`src/rtl/ifb_pkg.sv`:
```
`default_nettype none
// ============================================================================
// Module      : ifb_pkg
// Description : Shared widths, constants and the fetch-entry type used by
//               the instruction-fetch buffer and its FIFO.
// Revision    : 1.0 - initial release
// ============================================================================
package ifb_pkg;

  localparam int IFB_PC_W   = 6;
  localparam int IFB_INST_W = 32;
  localparam int IFB_DEPTH  = 2;

  // Canonical no-op instruction (addi x0, x0, 0)
  localparam logic [31:0] IFB_NOP = 32'h0000_0013;

  // One queued fetch: the PC and the word the ROM returned for it
  typedef struct packed {
    logic [IFB_PC_W-1:0]   pc;
    logic [IFB_INST_W-1:0] inst;
  } ifb_entry_t;

endpackage
`default_nettype wire

```
`src/rtl/ifb_fifo.sv`:
```
`default_nettype none
// ============================================================================
// Module      : ifb_fifo
// Description : DEPTH-entry synchronous FIFO with push/pop/clear, occupancy
//               count and head-of-queue output. DEPTH must be a power of two
//               so the pointers wrap naturally.
// Revision    : 1.0 - initial release
// ============================================================================
module ifb_fifo
  import ifb_pkg::*;
#(
  parameter int W     = IFB_PC_W + IFB_INST_W,
  parameter int DEPTH = IFB_DEPTH
) (
  input  logic                     clk_i,
  input  logic                     rst_i,
  input  logic                     clear_i,
  input  logic                     push_i,
  input  logic                     pop_i,
  input  logic [W-1:0]             data_i,
  output logic [$clog2(DEPTH):0]   count_o,
  output logic                     empty_o,
  output logic [W-1:0]             head_o
);

  localparam int AW = $clog2(DEPTH);
  localparam int CW = AW + 1;

  logic [W-1:0]  mem_q [DEPTH];
  logic [AW-1:0] wr_ptr_q, wr_ptr_d;
  logic [AW-1:0] rd_ptr_q, rd_ptr_d;
  logic [CW-1:0] count_q,  count_d;

  // Next-state for pointers and count; clear beats any push/pop
  always_comb begin
    wr_ptr_d = wr_ptr_q;
    rd_ptr_d = rd_ptr_q;
    count_d  = count_q;
    if (clear_i) begin
      wr_ptr_d = '0;
      rd_ptr_d = '0;
      count_d  = '0;
    end else begin
      if (push_i) wr_ptr_d = wr_ptr_q + 1'b1;
      if (pop_i)  rd_ptr_d = rd_ptr_q + 1'b1;
      case ({push_i, pop_i})
        2'b10:   count_d = count_q + 1'b1;
        2'b01:   count_d = count_q - 1'b1;
        default: count_d = count_q;
      endcase
    end
  end

  // Pointer/count registers
  always_ff @(posedge clk_i) begin
    if (rst_i) begin
      wr_ptr_q <= '0;
      rd_ptr_q <= '0;
      count_q  <= '0;
    end else begin
      wr_ptr_q <= wr_ptr_d;
      rd_ptr_q <= rd_ptr_d;
      count_q  <= count_d;
    end
  end

  // Storage array; contents are only meaningful below count, so no reset
  always_ff @(posedge clk_i) begin
    if (push_i && !clear_i) begin
      mem_q[wr_ptr_q] <= data_i;
    end
  end

  assign count_o = count_q;
  assign empty_o = (count_q == '0);
  assign head_o  = mem_q[rd_ptr_q];

endmodule
`default_nettype wire

```
`src/rtl/inst_fetch_buf.sv`:
```
`default_nettype none
// ============================================================================
// Module      : inst_fetch_buf
// Description : Instruction-fetch stage. Issues ROM reads for the PC stage,
//               tracks the single in-flight read, queues {pc, inst} pairs in
//               a small FIFO and hands them to decode over valid/ready.
//               Credit-based stall keeps queued + in-flight <= DEPTH.
//               Optional macro IFB_BYPASS_EN: an arriving response is shown
//               to decode directly when the FIFO is empty (1-cycle latency).
// Revision    : 1.0 - initial release
// ============================================================================
module inst_fetch_buf
  import ifb_pkg::*;
#(
  parameter int PC_W   = IFB_PC_W,
  parameter int INST_W = IFB_INST_W,
  parameter int DEPTH  = IFB_DEPTH
) (
  input  logic              clk_i,
  input  logic              rst_i,
  input  logic [PC_W-1:0]   pc_i,
  input  logic              ce_i,
  output logic              fetch_stall_o,
  input  logic              flush_i,
  output logic              rom_ce_o,
  output logic [PC_W-1:0]   rom_addr_o,
  input  logic [INST_W-1:0] rom_data_i,
  output logic              id_valid_o,
  input  logic              id_ready_i,
  output logic [INST_W-1:0] id_inst_o,
  output logic [PC_W-1:0]   id_pc_o
);

  localparam int            CW      = $clog2(DEPTH) + 1;
  localparam int            EW      = PC_W + INST_W;
  localparam logic [CW:0]   C_DEPTH = (CW+1)'(DEPTH);

  logic              req_v_q,  req_v_d;
  logic [PC_W-1:0]   req_pc_q, req_pc_d;

  logic [CW-1:0]     w_count;
  logic              w_fifo_empty;
  logic [EW-1:0]     w_fifo_head;
  logic              w_push;
  logic              w_pop;
  logic              w_byp;
  logic [CW:0]       w_credits_used;

  // Credits come from registered state only, so decode's ready never
  // reaches the PC stage combinationally
  always_comb begin
    w_credits_used = {1'b0, w_count} + {{CW{1'b0}}, req_v_q};
    fetch_stall_o  = (w_credits_used >= C_DEPTH);
  end

  // ROM issue: blocked by stall, flush and reset; address parked at zero
  always_comb begin
    rom_ce_o   = ce_i & ~fetch_stall_o & ~flush_i & ~rst_i;
    rom_addr_o = rom_ce_o ? pc_i : '0;
    req_v_d    = rom_ce_o;
    req_pc_d   = pc_i;
  end

  // In-flight tracker for the read issued last cycle
  always_ff @(posedge clk_i) begin
    if (rst_i) begin
      req_v_q  <= 1'b0;
      req_pc_q <= '0;
    end else begin
      req_v_q  <= req_v_d;
      req_pc_q <= req_pc_d;
    end
  end

`ifdef IFB_BYPASS_EN
  // Response goes straight to decode when nothing is queued ahead of it
  assign w_byp = w_fifo_empty & req_v_q & ~flush_i & ~rst_i;
`else
  assign w_byp = 1'b0;
`endif

  // FIFO control: a response consumed through the bypass is not written;
  // a flush drops the arriving response and clears the queue
  always_comb begin
    w_pop  = ~w_fifo_empty & id_ready_i;
    w_push = req_v_q & ~flush_i & ~(w_byp & id_ready_i);
  end

  ifb_fifo #(
    .W     (EW),
    .DEPTH (DEPTH)
  ) u_fifo (
    .clk_i   (clk_i),
    .rst_i   (rst_i),
    .clear_i (flush_i),
    .push_i  (w_push),
    .pop_i   (w_pop),
    .data_i  ({req_pc_q, rom_data_i}),
    .count_o (w_count),
    .empty_o (w_fifo_empty),
    .head_o  (w_fifo_head)
  );

  // Decode-side outputs: FIFO head, else bypassed response, else zero
  always_comb begin
    id_valid_o = 1'b0;
    id_pc_o    = '0;
    id_inst_o  = '0;
    if (!w_fifo_empty) begin
      id_valid_o           = 1'b1;
      {id_pc_o, id_inst_o} = w_fifo_head;
    end else if (w_byp) begin
      id_valid_o = 1'b1;
      id_pc_o    = req_pc_q;
      id_inst_o  = rom_data_i;
    end
  end

endmodule
`default_nettype wire

```
`config.mk`:
```
export PLATFORM = sky130hd
export DESIGN_NAME = inst_fetch_buf
export DESIGN_NICKNAME = d
export VERILOG_FILES = /design/src/rtl/ifb_pkg.sv /design/src/rtl/ifb_fifo.sv /design/src/rtl/inst_fetch_buf.sv
export SDC_FILE = /design/constraint.sdc
export NUM_CORES = 1
export LEC_CHECK = 0
export BUFFER_PORTS_ARGS = -buffer_cell sky130_fd_sc_hd__buf_2
export CORE_ASPECT_RATIO = 0.9
export CORE_MARGIN = 1.5
export CORE_UTILIZATION = 52
export CTS_CLUSTER_DIAMETER = 200
export DETAILED_ROUTE_END_ITERATION = 16
export PLACE_DENSITY = 0.78
export SYNTH_ARGS = -nofsm -noshare
export SYNTH_HDL_FRONTEND = slang
export SYNTH_SLANG_ARGS = --single-unit
```
`constraint.sdc`:
```
create_clock -name clk_i -period 2.9 [get_ports clk_i]
set_input_delay 0.145 -clock clk_i [delete_from_list [all_inputs] [get_ports clk_i]]
set_output_delay 0.145 -clock clk_i [all_outputs]
set_load 0.03 [all_outputs]
```
== Word-level counts from Yosys, hierarchy flattened ==
Memory sizes are Yosys's and may differ from the RTL's. A register that Yosys moved wholly into a read port is not among the register bits.
Index checks and enable logic that the tools add are counted.
Widths: inputs -> output; s select.

* Input bits: 43
* Output and inout port bits: 47
* Logic and storage cells: 37
* Bits in registers: 11
* RAM bits: 76
* Memories kept: 1

{| class="wikitable"
|+ Memories
! name !! depth !! width !! read ports !! clocked after Yosys merged registers in !! write ports !! RTL line !! source
|-
| u_fifo.mem_q || 2 || 38 || 1 || 1 || 1 || ifb_fifo.sv:29 || <nowiki>logic [W-1:0] mem_q [DEPTH];</nowiki>
|}

* Reductions and logical operators: 5
* Equality and inequality tests: 2
* Magnitude comparators: 1
* Muxes and demuxes: 9
* $add $sub $neg: 5
* Bitwise operators: 9

{| class="wikitable"
|+ Operator list
! operator !! count
|-
| $mux 32 || 1
|-
| $mux 6 || 2
|-
| $and 1x1->1 || 5
|-
| $mux 1 || 5
|-
| $not 1->1 || 4
|-
| $pmux 2 s2 || 1
|-
| $add 2x1->3 || 1
|-
| $ge 3x2->1 const B || 1
|-
| $add 1x1->1 const B || 2
|-
| $add 2x1->2 const B || 1
|-
| $eq 2x1->1 const B || 1
|-
| $eq 2x2->1 const B || 1
|-
| $logic_not 2->1 || 1
|-
| $reduce_bool 2->1 || 1
|-
| $reduce_or 2->1 || 1
|-
| $sub 2x1->2 const B || 1
|-
| $logic_and 1x1->1 || 1
|-
| $logic_not 1->1 || 1
|}

== Depth between registers and ports, before layout ==
* Depth in word-level cells: 7
* Depth in mapped cells: 6

== Hierarchy ==
From an unflattened synthesis, not the netlist that was laid out.

* Cell total of the unflattened synthesis: 209
* Area total of the unflattened synthesis: 3513.4 µm²

{| class="wikitable"
|+ Modules (own cells, without submodules)
! module !! sequential area each (µm²) !! cells each !! instances !! area an instance (µm²)
|-
| ifb_fifo || 2382.3 || 139 || 1 || 2936.6
|-
| inst_fetch_buf || 140.1 || 70 || 1 || 576.8
|}

== Worst setup path after synthesis ==
OpenSTA, ideal clock, no wires.

* Path type: input to register
* From: input port flush_i
* To: memory u_fifo.mem_q[0][0] (netlist bit) (enable)
* Stages on the path: 3
* Path slack: 329 ps
* Arrival time: 2138 ps
* Cells stage by stage: clkbuf_1 > nand2b_1 > nor2_1

* Longest elaborated chain between the ends: 5
* Elaborated cells on any way between the ends: 6
* Those cells by class: 2 x mux; 2 x bitwise; 2 x reduce/logical

{| class="wikitable"
|+ Ends and longest elaborated chain
! item !! RTL line !! source
|-
| start: declaration || inst_fetch_buf.sv:24 || <nowiki>input logic flush_i,</nowiki>
|-
| $not 1->1 || inst_fetch_buf.sv:86 || <nowiki>w_push = req_v_q & ~flush_i & ~(w_byp & id_ready_i);</nowiki>
|-
| $and 1x1->1 || inst_fetch_buf.sv:86 ||
|-
| $logic_and 1x1->1 * || ifb_fifo.sv:69 || <nowiki>if (push_i && !clear_i) begin</nowiki>
|-
| $mux 1 * || ifb_fifo.sv:69 ||
|-
| $mux 1 (not written as such) * || ifb_fifo.sv:70 || <nowiki>mem_q[wr_ptr_q] <= data_i;</nowiki>
|-
| end: declaration || ifb_fifo.sv:29 ||
|}

Mark *: on every way between the ends. The rest lies on a longest branch, timed or not.

==> run_results.csv <==
group,metric,value,unit
pwr,p_clk_share,34.2,%
grt,grtUsageTotal,18.6,%
sta,setup_viol,0,
grt,gr-total-overflow,0,
grt,grt_pass1_wl,9450,um
synthesis,yosys-top-cells-area,"edfxtp_1 68%, mux2i_1 11%, dfxtp_1 7.2%",
pwr,p_int,1850,uW
worst_setup_path,arrival,1.85,ns
synthesis,yosys.area_share.adder,0.376,%
placement,dp_hpwl,3760,um
synthesis,netlist_instances,209,
run,drv_cap,0,
sta,slew_viol_final,0,
die,die_width,87.4,um
synthesis,synth_edf_count,76,
finish,layout_commonest_cell,"buf_2",
cts,htreeDepth,3,
finish,drive_gt1_share,33.0,%
routing,drt_iter0_drc,92,
sta,max_freq,0.502,GHz
finish,areaGrowthSynthToFinish,32.9,%
grt,grt_use_met1,21.3,%
hold_path,hold_class,"input pin to register",
worst_setup_path,ff2ff_path_depth,5,
cts,clockBufferDepth,2,
sta,rsz0062_at_grt,"false",
worst_setup_path,reg2reg_from,"u_fifo.count_o[0]",
worst_setup_path,rrSetupSlack,1.07,ns
routing,drc,0,
finish,mostFrequentLayoutCells,"89 x buf_2, 76 x edfxtp_1, 38 x mux2i_1, 38 x nor2_1, 32 x dlygate4sd3_1",
pwr,irDropWorstVdd,0.389,mV
finish,num-nets-final,378,
cts,clkLatencyLatePin,0.34,ns
routing,routed_wl,5990,um
sta,hold_viol_final,0,
routing,via_per_inst,4.77,
grt,grt_max_degree,40,
cts,clkSinkCount,88,
synthesis,ys_seq_area_share,75.7,%
die,start_util,54.2,%
routing,drt_first_pass_iters,4,
pwr,p_leak,0.00168,uW
grt,antenna_found_initial,0,
hold_path,hold_path_depth,2,
sta,fin_crit_sh,68.7,%
synthesis,synth_area,3330,um2
sta,fin_hold_ws,0.0316,ns
sta,final.min_clock_period,1.99,ns
die,rows,27,
synthesis,synth_compound_area_share,0.789,%
routing,ant_nets,0,
run_status,outcome,"completed",
cts,cts_tree,"built",
synthesis,synthXorXnorAreaFrac,1.05,%
synthesis,yosysTopAreaCellShare,68.5,%
synthesis,synth_largest_area_cell,"edfxtp_1",
cts,postCtsResizedCells,0,
synthesis,synth.mux.area_fraction,11.4,%
pwr,p_per_area,525,nW/um2
sta,finClkSkew,0.00667,ns
cts,cts_setup_buffers,0,
synthesis,synthFlopType,"edfxtp_1",
cts,cts_root_buf,"clkbuf_8",
synthesis,synth_cell_type_count,21,
worst_setup_path,required,2.76,ns
cts,path_clk_slew,0.08,ns
grt,use_met2,32.7,%
grt,grt_pass1_vias,2098,
sta,tightest_slew,0.890,ns
synthesis,synthArstFlopShare,0,%
routing,vias,2034,
worst_setup_path,cp_max_fo,20,
synthesis,avgSynthCellArea,15.9,um2
die,dieHeight,78.9,um
hold_path,hp-start,"pc_i[5]",
sta,finalSetupTns,0,ns
pwr,pwr-share-comb,5.7,%
routing,wl_per_cell,14.1,um
synthesis,ys_ff_latch,88,
placement,gp_congestion,0.685,
grt,grt-busiest-layer,"met2",
die,core_area,6150,um2
cts,ctsHoldBuffers,32,
worst_setup_path,worstSetupPathType,"register to output pin",
grt,met3_usage,3.64,%
synthesis,synth_nets,253,
finish,n_antenna_cell,0,
placement,io_buffer_count,89,
worst_setup_path,worstReg2RegEnd,"u_fifo.count_o[1]",
synthesis,yosysWarningCount,0,
pwr,swShare,20.3,%
pwr,switching_power,471,uW
pwr,sequentialPowerShare,60.1,%
cts,cts_made_buffers,9,
hold_path,whs_endpoint,"req_pc_q[5]",
die,io_pins,90,
die,dieArea,6900,um2
worst_setup_path,end_kind,"output pin",
worst_setup_path,start_kind,"register",
sta,max_slew_margin,40.5,%
synthesis,synth_top_family_by_area,"multiplexers",
synthesis,synthSimpleGateAreaFrac,8.82,%
layer usage:
layer / up-vias / routed length, um
li1: 1007 / -
met1: 972 / 2570
met2: 47 / 3130
met3: 8 / 203
met4: 0 / 90
met5: - / 0
per-stage QoR:
stage	instance area [um2]	cells	setup slack [ns]	util (%)	total power [uW]
after global placement	3920	378	1.23	63.8	1520
after global routing	4430	426	0.779	72.0	2400
after floorplan	3330	209	0.329	-	1470
after CTS	4430	426	0.860	72.0	2340
final	4430	426	0.906	72.0	2320
after detailed placement	3920	378	1.09	63.8	1520
sequential cells by signal (all words and copies together), names as in the netlist, named ones only:
name,count
u_fifo.mem_q,76
req_pc_q,6
u_fifo.wr_ptr_q,1
u_fifo.count_o,2
u_fifo.rd_ptr_q,1
req_v_q,1
cell usage after synthesis, types with 3 or more instances:
library cell and n:
dfxtp_1 12, nor2_1 41, edfxtp_1 76, clkbuf_1 4, and2_1 6, inv_1 3
nor3_1 4, mux2i_1 38, nor2b_1 6, buf_2 4
area by class of cell:
class                   instances  area, um2
clock buffers                  10        128
well taps                      87        109
inverters                       3       11.3
clock inverters                 6       60.1
flip-flops and latches         88       2520
fillers                       452       1720
multi-input cells             108        771
repair buffers                124        826
power by group through the flow:
stage                     combinational [uW]  sequential [uW]  clock [uW]
final                                    132             1400         794
after global routing                     144             1400         862
after CTS                                133             1400         809
after detailed placement                99.1             1430           0
after global placement                  95.5             1420           0
after floorplan                         48.1             1420           0
kinds of logic (layout without fill, tap and decap cells):
family / after synthesis / after routing
flops: 88 / 88
simple gates: 61 / 61
mux: 38 / 38
buf+inv: 13 / 143
compound gates: 4 / 4
xor+xnor: 4 / 4
fa+ha+maj: 1 / 1
worst max-delay path by stage:
stage	startpoint	end	slack (ns)	cells past startpoint
2_1_floorplan	flush_i	u_fifo.mem_q[0][0]	0.33	3
3_3_place_gp	register	id_pc_o[3]	1.23	4
3_5_place_dp	u_fifo.count_o[0]	u_fifo.count_o[1]	1.09	5
4_1_cts	register	id_inst_o[28]	0.86	4
5_1_grt	u_fifo.count_o[1]	id_inst_o[11]	0.78	3
6_report	register	id_pc_o[3]	0.91	4
worst max-delay path: stages (launching register included):
cell and delay, ns:
dfxtp_2 0.73, buf_12 0.27, mux2i_1 0.21, nor2_1 0.06, buf_2 0.22
Power figures use the tool's default switching activity.
